--- src/rtl/power_seq_ctrl.sv ---
// Board power sequencer: enables SoC rails in order, checks power-good, then releases SoC reset.
// Optional automatic retry after the first fault is enabled by defining PWR_SEQ_RETRY_EN.
module power_seq_ctrl #(
    parameter int unsigned NUM_RAILS  = 4,
    parameter logic [23:0] PG_TIMEOUT = 24'd500000,
    parameter logic [23:0] RAIL_DLY   = 24'd100000,
    parameter logic [23:0] RST_DLY    = 24'd1000000
`ifdef PWR_SEQ_RETRY_EN
    ,
    parameter logic [23:0] RETRY_DLY  = 24'd2000000
`endif
) (
    input  logic                 clock,
    input  logic                 reset,
    input  logic                 pwr_req,
    input  logic [NUM_RAILS-1:0] rail_pg,
    output logic [NUM_RAILS-1:0] rail_en,
    output logic                 sys_rst_n,
    output logic                 pwr_fault,
    output logic [2:0]           seq_state
);

    localparam int unsigned CNT_W = 24;
    localparam int unsigned IDX_W = 3;
    localparam logic [IDX_W-1:0]     LAST_IDX = IDX_W'(NUM_RAILS - 1);
    localparam logic [NUM_RAILS-1:0] RAIL0    = NUM_RAILS'(1);
    localparam logic [CNT_W-1:0]     CNT_MAX  = {CNT_W{1'b1}};

    typedef enum logic [2:0] {
        ST_OFF      = 3'd0,
        ST_WAIT_PG  = 3'd1,
        ST_SETTLE   = 3'd2,
        ST_RST_HOLD = 3'd3,
        ST_ON       = 3'd4,
        ST_SHUTDOWN = 3'd5,
        ST_FAULT    = 3'd6
    } state_t;

    state_t               state_q, state_d;
    logic [IDX_W-1:0]     idx_q, idx_d;
    logic [CNT_W-1:0]     cnt_q, cnt_d, cnt_inc;
    logic [NUM_RAILS-1:0] en_d;
    logic                 rst_n_d;
    logic                 fault_d;
    logic [NUM_RAILS-1:0] cur_mask;
    logic [NUM_RAILS-1:0] good_mask;
    logic                 pg_cur;
    logic                 monitored;
    logic                 pg_lost;
`ifdef PWR_SEQ_RETRY_EN
    logic                 retry_q, retry_d;
`endif

    // Rails that have already reported power-good and must stay good.
    always_comb begin
        good_mask = '0;
        for (int unsigned j = 0; j < NUM_RAILS; j++) begin
            if ((IDX_W'(j) < idx_q) || ((IDX_W'(j) == idx_q) && (state_q != ST_WAIT_PG)))
                good_mask[j] = 1'b1;
        end
    end

    assign cur_mask  = RAIL0 << idx_q;
    assign pg_cur    = |(rail_pg & cur_mask);
    assign monitored = (state_q == ST_WAIT_PG) || (state_q == ST_SETTLE) ||
                       (state_q == ST_RST_HOLD) || (state_q == ST_ON);
    assign pg_lost   = monitored && (|(good_mask & rail_en & ~rail_pg));
    assign cnt_inc   = (cnt_q == CNT_MAX) ? cnt_q : cnt_q + CNT_W'(1);

    // Next-state and next-output logic; fault beats power-off beats progress.
    always_comb begin
        state_d = state_q;
        idx_d   = idx_q;
        cnt_d   = cnt_inc;
        en_d    = rail_en;
        rst_n_d = sys_rst_n;
        fault_d = pwr_fault;
`ifdef PWR_SEQ_RETRY_EN
        retry_d = retry_q;
`endif
        case (state_q)
            ST_OFF: begin
                en_d    = '0;
                rst_n_d = 1'b0;
                idx_d   = '0;
`ifdef PWR_SEQ_RETRY_EN
                retry_d = 1'b0;
`endif
                if (pwr_req) begin
                    en_d    = RAIL0;
                    state_d = ST_WAIT_PG;
                    cnt_d   = '0;
                end
            end

            ST_WAIT_PG, ST_SETTLE, ST_RST_HOLD, ST_ON: begin
                if (pg_lost) begin
                    state_d = ST_FAULT;
                    en_d    = '0;
                    rst_n_d = 1'b0;
                    fault_d = 1'b1;
                    cnt_d   = '0;
                end else if (!pwr_req) begin
                    state_d = ST_SHUTDOWN;
                    rst_n_d = 1'b0;
                    cnt_d   = '0;
                end else begin
                    case (state_q)
                        ST_WAIT_PG: begin
                            // Power-good arriving on the timeout cycle still counts as success.
                            if (pg_cur) begin
                                state_d = ST_SETTLE;
                                cnt_d   = '0;
                            end else if (cnt_q == PG_TIMEOUT - CNT_W'(1)) begin
                                state_d = ST_FAULT;
                                en_d    = '0;
                                rst_n_d = 1'b0;
                                fault_d = 1'b1;
                                cnt_d   = '0;
                            end
                        end
                        ST_SETTLE: begin
                            if (cnt_q == RAIL_DLY - CNT_W'(1)) begin
                                cnt_d = '0;
                                if (idx_q == LAST_IDX) begin
                                    state_d = ST_RST_HOLD;
                                end else begin
                                    idx_d   = idx_q + IDX_W'(1);
                                    en_d    = rail_en | (RAIL0 << (idx_q + IDX_W'(1)));
                                    state_d = ST_WAIT_PG;
                                end
                            end
                        end
                        ST_RST_HOLD: begin
                            if (cnt_q == RST_DLY - CNT_W'(1)) begin
                                rst_n_d = 1'b1;
                                state_d = ST_ON;
                                cnt_d   = '0;
`ifdef PWR_SEQ_RETRY_EN
                                retry_d = 1'b0;
                                fault_d = 1'b0;
`endif
                            end
                        end
                        default: begin
                            rst_n_d = 1'b1;
                        end
                    endcase
                end
            end

            // Drop rails highest-first, one every RAIL_DLY cycles.
            ST_SHUTDOWN: begin
                rst_n_d = 1'b0;
                if (cnt_q == RAIL_DLY - CNT_W'(1)) begin
                    en_d  = rail_en & ~cur_mask;
                    cnt_d = '0;
                    if (idx_q == '0) begin
                        state_d = ST_OFF;
                    end else begin
                        idx_d = idx_q - IDX_W'(1);
                    end
                end
            end

            ST_FAULT: begin
                en_d    = '0;
                rst_n_d = 1'b0;
                if (!pwr_req) begin
                    state_d = ST_OFF;
                    fault_d = 1'b0;
                    idx_d   = '0;
                    cnt_d   = '0;
                end
`ifdef PWR_SEQ_RETRY_EN
                else if (!retry_q && (cnt_q == RETRY_DLY - CNT_W'(1))) begin
                    state_d = ST_WAIT_PG;
                    en_d    = RAIL0;
                    idx_d   = '0;
                    retry_d = 1'b1;
                    cnt_d   = '0;
                end
`endif
            end

            default: begin
                state_d = ST_OFF;
                en_d    = '0;
                rst_n_d = 1'b0;
                idx_d   = '0;
                cnt_d   = '0;
            end
        endcase
    end

    always_ff @(posedge clock) begin
        if (reset) begin
            state_q   <= ST_OFF;
            idx_q     <= '0;
            cnt_q     <= '0;
            rail_en   <= '0;
            sys_rst_n <= 1'b0;
            pwr_fault <= 1'b0;
`ifdef PWR_SEQ_RETRY_EN
            retry_q   <= 1'b0;
`endif
        end else begin
            state_q   <= state_d;
            idx_q     <= idx_d;
            cnt_q     <= cnt_d;
            rail_en   <= en_d;
            sys_rst_n <= rst_n_d;
            pwr_fault <= fault_d;
`ifdef PWR_SEQ_RETRY_EN
            retry_q   <= retry_d;
`endif
        end
    end

    assign seq_state = state_q;

endmodule
--- config.mk ---
export PLATFORM = sky130hd
export DESIGN_NAME = power_seq_ctrl
export DESIGN_NICKNAME = d
export VERILOG_FILES = /design/src/rtl/power_seq_ctrl.sv
export SDC_FILE = /design/constraint.sdc
export NUM_CORES = 1
export LEC_CHECK = 0
export ABC_AREA = 0
export BUFFER_PORTS_ARGS = -buffer_cell sky130_fd_sc_hd__buf_2
export CORE_ASPECT_RATIO = 2
export CORE_MARGIN = 3
export CORE_UTILIZATION = 45
export DETAILED_ROUTE_END_ITERATION = 12
export HOLD_SLACK_MARGIN = 0.15
export PLACE_DENSITY = 0.66
export SLEW_MARGIN = 10
export SYNTH_ARGS = -nofsm -noshare
export SYNTH_HDL_FRONTEND = slang
export SYNTH_SLANG_ARGS = --single-unit
--- constraint.sdc ---
create_clock -name clock -period 4.1 [get_ports clock]
set_input_delay 0.205 -clock clock [delete_from_list [all_inputs] [get_ports clock]]
set_output_delay 0.205 -clock clock [all_outputs]
set_load 0.03 [all_outputs]
==> results of run 1 <==
==> cell usage after synthesis (all sizes together), types with 6 or more instances <==
cell,n
buf,8
xor2,13
nand4,7
nor2,39
nand3,23
nand2,21
nor3b,6
a21oi,13
nor4,6
nor3,8
dfxtp,36
o21ai,11
ha,9
clkbuf,7
and3,9
xnor2,6
inv,11
==> cell families (layout without fill, tap and decap cells) <==
group                    after synthesis  after routing  synth area share (%)
AND/OR/NAND/NOR                      145            145                 32.69
adder cells (fa/ha/maj)               10             10                 5.150
multiplexers                           5              5                 2.102
XOR/XNOR                              19             19                 6.989
buffers and inverters                 26             35                 5.885
flip-flops                            36             36                 30.27
AO/OA/AOI/OAI                         56             56                 16.92
==> routing by layer <==
| metal | vias up | GRT usage, % |
|---|---|---|
| met5 | - | 0 |
| met4 | 0 | 14.93 |
| met3 | 27 | 2.488 |
| met2 | 49 | 37.54 |
| met1 | 1045 | 19.02 |
| li1 | 1087 | - |
==> how the worst min path moves through the flow <==
stage	start	to	slack, ns	cells past startpoint
after floorplan	reset	seq_state[2]$_SDFFE_PP0P_	0.39	2
after global placement	pwr_fault$_SDFFE_PP0P_	pwr_fault$_SDFFE_PP0P_	0.47	1
after detailed placement	pwr_fault$_SDFFE_PP0P_	pwr_fault$_SDFFE_PP0P_	0.47	1
after CTS	reset	idx_q[0]$_SDFFE_PP0P_	0.27	2
after global routing	reset	idx_q[0]$_SDFFE_PP0P_	0.30	2
final	reset	idx_q[0]$_SDFFE_PP0P_	0.29	2
==> final cells by class <==
class | count | area, um2 | area share [%]
Multi-Input combinational cell | 235 | 1520 | 60.18
Sequential cell | 36 | 720.7 | 28.53
Clock buffer | 8 | 90.09 | 3.566
Timing Repair Buffer | 16 | 82.58 | 3.269
Tap cell | 57 | 71.32 | 2.823
Inverter | 11 | 41.29 | 1.634
==> power by group <==
part | switching, mW | internal, mW
logic | 0.337 | 0.200
clock network | 0.126 | 0.137
registers | 0.0649 | 0.381
total | 0.528 | 0.718
==> state kept, by name, indices dropped and copies added, names as in the netlist <==
register,count
cnt_q,24
idx_q,3
pwr_fault,1
rail_en,4
seq_state,3
sys_rst_n,1
==> stage by stage <==
step                cells  hold WS (ns)  cell area, um2  utilization, %  setup slack [ns]
floorplan             297        0.3853            2381               -             1.756
global placement      355        0.4667            2436           48.72             1.296
detailed placement    355        0.4728            2436           48.72             1.200
CTS                   363        0.2699            2526           50.53             1.170
global route          363        0.2969            2526           50.53            0.9012
finish                363        0.2884            2526           50.53             1.166
==> metrics.md, run 1 <==
| Metric | Value |
|---|---|
| Post-CTS Repair Setup Buffers | `0` |
| Clock insertion delay at the later pin of the skew report | `0.29 ns` |
| Type of origin of the critical path | `register` |
| Endpoints failing setup | `0` |
| Synth top area share | `30.27%` |
| Critical R2R Capture | `cnt_q[20]$_SDFF_PP0_` |
| All-Layer GR Usage | `20.06%` |
| CP cell instances | `inv_1, ha_1, a222oi_1, o21ai_1, inv_1, a311o_1, o32a_4, o21ai_4, nor3_1` |
| Max_slew headroom | `48.79%` |
| Core Area | `0.005000 mm2` |
| Worst R2R Path Depth | `9` |
| Ys async rst share | `0%` |
| CP Max Fanout | `24` |
| Clock transition at path regs | `0.07 ns` |
| Worst reg2reg path startpoint | `idx_q[0]$_SDFFE_PP0P_` |
| Most common cell after layout, fill and taps aside | `nor2_1` |
| Vias in the first global route | `2227` |
| Number of synthesized flops with an enable pin | `0` |
| Synth top area cells | `dfxtp_1 30%, nor2_1 5.8%, nand3_1 4.8%` |
| Initial antenna violation count | `0` |
| CTS tree | `done` |
| DR top layer | `met4` |
| Leakage | `0.9246 nW` |
| Most common cell on crit path | `inv_1` |
| Routed WL | `5848 um` |
| CP endpoint | `cnt_q[20]$_SDFF_PP0_` |
| ANT nets after route | `0` |
| FMAX | `340.8 MHz` |
| Synth Instances | `297` |
| Cts bufs inserted | `5` |
| R2R Setup Slk | `1.17 ns` |
| CTS Buffer Depth | `2` |
| Minimum clock period | `2.934 ns` |
| Power per cell area | `493.4 mW/mm2` |
| # hold bufs at CTS | `0` |
| # rows | `36` |
| Slowest cell on the critical path | `o21ai_4` |
| Dpl hpwl | `4479 um` |
| Crit end category | `register` |
| Syn_nets | `313` |
| Worst Path Buf+Inv | `2` |
| CP Class | `reg2reg` |
| Critical Path Max Stage Delay | `0.55 ns` |
| Total Negative Setup Slacks | `0 ns` |
| Clock Sinks | `36` |
| Die area | `0.006253 mm2` |
| GP Congestion | `0.8696` |
| First-pass GRT wire length | `9853 um` |
| Die Y-Extent | `108.9 um` |
| RSZ-0062 raised after global routing | `no` |
| Hold Crit Class | `in2reg` |
| Worst slew pin tran | `0.7623 ns` |
| Iter 0 DRT Violations | `115` |
| Commonest non-fill, non-tap cells in the layout | `37 x nor2_1, 36 x dfxtp_1, 23 x nand3_1` |
| Area growth syn-to-layout | `6.096%` |
| Total Power | `1.246 mW` |
| I/O Buffers | `15` |
| Primary FF master, synth | `dfxtp_1` |
| Fill cell count | `506` |
| Data required time of the critical path | `4.24 ns` |
| Sequential cell area fraction in the yosys report | `30.27%` |
| Layout cells sized above 1 | `11.76%` |
| Met2 WL | `3194 um` |
| H-Tree Depth | `2` |
| Starting Density | `47.62%` |
| Post-synth cell types | `57` |
| WL met1 | `2086 um` |
| Peak VDD IR | `0.2569 mV` |
| CTS root buf | `clkbuf_8` |
| Antenna diode count | `0` |
| Wire per inst | `16.11 um` |
| Chip Width | `57.44 um` |
| Top-Level Pins | `16` |
| Syn Std Cell Area | `0.002381 mm2` |
| Total Nets Final | `321` |
| Max Clock Skew | `0.008075 ns` |
| Part of the cycle the worst path needs | `71.56%` |
| Max cap viols | `0` |
| Routed vias | `2208` |
| Slew Limit Fails | `0` |
| Flop and latch count out of synthesis | `36` |
| Cts repair resizes | `0` |
| WP data arrival | `3.08 ns` |
| Drt pass-1 iters | `4` |
| Crit-path leading delay family | `compound AO/OA/AOI/OAI gates` |
| Post-synth top area cell | `dfxtp_1` |
| Avg Vias per Cell | `6.083` |
| Pin count of the biggest net entering global routing | `26` |
| DRC viols | `0` |
| Avg Synthesized Cell Area | `8.017 um2` |
| Outcome | `completed` |
| Syn. warnings | `0` |
| GRT overflow | `0` |
| Metal3 WL | `162 um` |
| Hold Violations, Final | `0` |
| Crit path from | `idx_q[0]$_SDFFE_PP0P_` |
| CP Depth | `9` |
No activity file was read; power rests on OpenSTA's default activity.
==> run 2, diff against run 1 <==
--- a/config.mk
+++ b/config.mk
@@ -12,7 +12,7 @@
 export CORE_UTILIZATION = 45
 export DETAILED_ROUTE_END_ITERATION = 12
 export HOLD_SLACK_MARGIN = 0.15
-export PLACE_DENSITY = 0.66
+export PLACE_DENSITY = 0.69
 export SLEW_MARGIN = 10
 export SYNTH_ARGS = -nofsm -noshare
 export SYNTH_HDL_FRONTEND = slang
==> constraint.sdc (replaced) <==
create_clock -name clock -period 2.4 [get_ports clock]
set_input_delay 0.12 -clock clock [delete_from_list [all_inputs] [get_ports clock]]
set_output_delay 0.12 -clock clock [all_outputs]
set_load 0.03 [all_outputs]
==> run 2 against run 1 <==
  * Power grew 95%
  * Clock-buffer cell count did not move
  * Maximum frequency up 25%
  * Global-route usage up 1.1 points
  * Clock power is 67% higher
  * Cell count rose by 8.5%
  * Core utilization is 6.7 points higher
  * Die area is the same
  * Via count grew 6.1%
  * Non-clock buffer count rose by 31
  * Highest routed layer unchanged
==> metrics.md, run 2 (synthesis gave the netlist of run 1 again) <==
| Metric | Value |
|---|---|
| Outcome | `completed` |
| WP data arrival | `2.51 ns (-0.57 ns)` |
| Clock transition at path regs | `0.07 ns (about the same)` |
| Die Y-Extent | `108.9 um (unchanged)` |
| Iter 0 DRT Violations | `122 (+6.1%)` |
| Chip Width | `57.44 um (unchanged)` |
| Clock power frac | `18.1% (-3.0 points)` |
| Final core utilization | `57.21% (+6.7 points)` |
| Endpoints failing setup | `0 (unchanged)` |
| Cts bufs inserted | `5 (unchanged)` |
| Switching Fraction | `40.39% (-2.0 points)` |
| ANT nets after route | `0 (unchanged)` |
| Wire per inst | `16.38 um (+1.7%)` |
| Vias in the first global route | `2282 (+2.5%)` |
| Hold slack | `0.2038 ns (-0.08457 ns)` |
| GP Congestion | `0.8775 (+0.91%)` |
| Routed WL | `6454 um (+10%)` |
| Worst R2R Path Depth | `10 (+1)` |
| Total Nets Final | `352 (+9.7%)` |
| Routed vias | `2342 (+6.1%)` |
| Layout cells sized above 1 | `24.33% (+13 points)` |
| Clock Sinks | `36 (unchanged)` |
| Slew Limit Fails | `0 (unchanged)` |
| Met2 WL | `3793 um (+19%)` |
| All-Layer GR Usage | `21.16% (+1.1 points)` |
| CTS Buffer Depth | `2 (unchanged)` |
| Dpl hpwl | `4905 um (+9.5%)` |
| Most common cell after layout, fill and taps aside | `nor2_1` |
| Core Area | `0.005000 mm2 (unchanged)` |
| Type of origin of the critical path | `register` |
| DR top layer | `met4` |
| Top-Level Pins | `16 (unchanged)` |
| Largest registers | `cnt_q (24), rail_en (4)` |
| Pin count of the biggest net entering global routing | `25 (-3.8%)` |
| CTS root buf | `clkbuf_8` |
| Fill cell count | `450 (-11%)` |
| WL met1 | `2098 um (+0.58%)` |
| NetSw | `0.9810 mW (+86%)` |
| Top reg by flops | `cnt_q` |
| CP Class | `reg2reg` |
| First-pass GRT wire length | `10280 um (+4.3%)` |
| Commonest non-fill, non-tap cells in the layout | `37 x nor2_1, 32 x dfxtp_1, 29 x buf_4` |
| Peak VDD IR | `0.4257 mV (+66%)` |
| Max reg flops | `24 (unchanged)` |
| Antenna diode count | `0 (unchanged)` |
| H-Tree Depth | `2 (unchanged)` |
| Drt pass-1 iters | `4 (unchanged)` |
| Hold Violations, Final | `0 (unchanged)` |
| Max cap viols | `0 (unchanged)` |
| GRT overflow | `0 (unchanged)` |
| Starting Density | `47.62% (unchanged)` |
| Max Clock Skew | `0.003947 ns (-0.004128 ns)` |
| Total Negative Setup Slacks | `0 ns (unchanged)` |
| FMAX | `427.1 MHz (+25%)` |
| Power per cell area | `849.2 mW/mm2 (+72%)` |
| # rows | `36 (unchanged)` |
| FF+latch area | `728.2 um2 (+1.0%)` |
| Leakage | `1.097 nW (+19%)` |
| Avg Vias per Cell | `5.944 (-2.3%)` |
| Combinational Power Share | `52.4% (+9.3 points)` |
| Crit end category | `register` |
| Die area | `0.006253 mm2 (unchanged)` |
| Data required time of the critical path | `2.57 ns (-1.67 ns)` |
| Share of power burned in registers | `29.5% (-6.3 points)` |
| Footprint of the multi-input gates | `0.001580 mm2 (+4.0%)` |
| Clock insertion delay at the later pin of the skew report | `0.28 ns (about the same)` |
| Worst slew pin tran | `0.5682 ns (-0.1941 ns)` |
| Initial antenna violation count | `0 (unchanged)` |
| CTS tree | `done` |
| Hold path cells | `2 (unchanged)` |
| Part of the cycle the worst path needs | `97.55% (+26 points)` |
| I/O Buffers | `15 (unchanged)` |
| Total Power | `2.429 mW (+95%)` |
| CP Max Fanout | `6 (-75%)` |
| Cell-internal power | `1.448 mW (+100%)` |
| Metal3 WL | `177 um (+9.3%)` |
| Area growth syn-to-layout | `20.13%` |
| DRC viols | `0 (unchanged)` |
| Max_slew headroom | `62.00% (+13 points)` |
| Hold Crit Class | `in2reg` |
| Minimum clock period | `2.341 ns (-0.5928 ns)` |
[run 2: cell types whose count changed in the layout (fill, tap and decap cells not counted), moves of 3 or more]
cell,change
buf_4,+28
dfxtp_1,-4
ha_1,-4
dfxtp_2,+3
[run 2: final timing paths]
path                             to              startpoint  slack, ns
max             cnt_q[0]$_SDFF_PP0_   idx_q[1]$_SDFFE_PP0P_       0.06
max reg2reg     cnt_q[0]$_SDFF_PP0_   idx_q[1]$_SDFFE_PP0P_       0.06
min reg2reg  pwr_fault$_SDFFE_PP0P_  pwr_fault$_SDFFE_PP0P_       0.48
min           idx_q[0]$_SDFFE_PP0P_                   reset       0.20
[run 2: critical path, stage by stage, from the launching register on]
cell	delay (ns)
dfxtp_4	0.37
inv_2	0.10
ha_2	0.23
a222oi_1	0.10
o21ai_1	0.24
inv_1	0.08
a311o_1	0.31
o32a_4	0.34
o21ai_4	0.22
clkbuf_16	0.20
nor2_1	0.05
[run 2: final cells by class]
class	instances	share of cell area, %
multi-input cells	235	55.25
repair buffers	47	12.20
clock buffers	8	3.150
flip-flops and latches	36	25.46
well taps	57	2.493
inverters	11	1.444
[run 2: per-stage QoR]
| stage | setup WS (ns) | instances | cell area [um2] |
|---|---|---|---|
| floorplan | 0.05630 | 297 | 2381 |
| global placement | 0.01187 | 382 | 2651 |
| detailed placement | -0.04709 | 382 | 2651 |
| CTS | 0.03552 | 390 | 2749 |
| global route | -0.1096 | 394 | 2860 |
| finish | 0.05889 | 394 | 2860 |
[run 2: metal layers]
layer	vias up	global-route usage (%)
met1	1087	18.93
met3	32	2.607
met4	0	14.59
li1	1148	-
met5	-	0
met2	75	41.42
[run 2: repair_timing]
action | 4_1_cts | 5_1_grt
hold buffers | 0 | 0
buffers inserted | 0 | 2
setup endpoints to repair | 5 | 33
resized for setup | 2 | 18
cloned | 0 | 2
pin swaps | 0 | 6
[run 2: power by group through the flow]
stage,Sequential (mW),Clock (mW),Combinational (mW)
detailed placement,0.721,0,1.16
finish,0.716,0.440,1.27
global route,0.726,0.475,1.37
floorplan,0.780,0,0.733
global placement,0.717,0,1.15
CTS,0.708,0.450,1.17
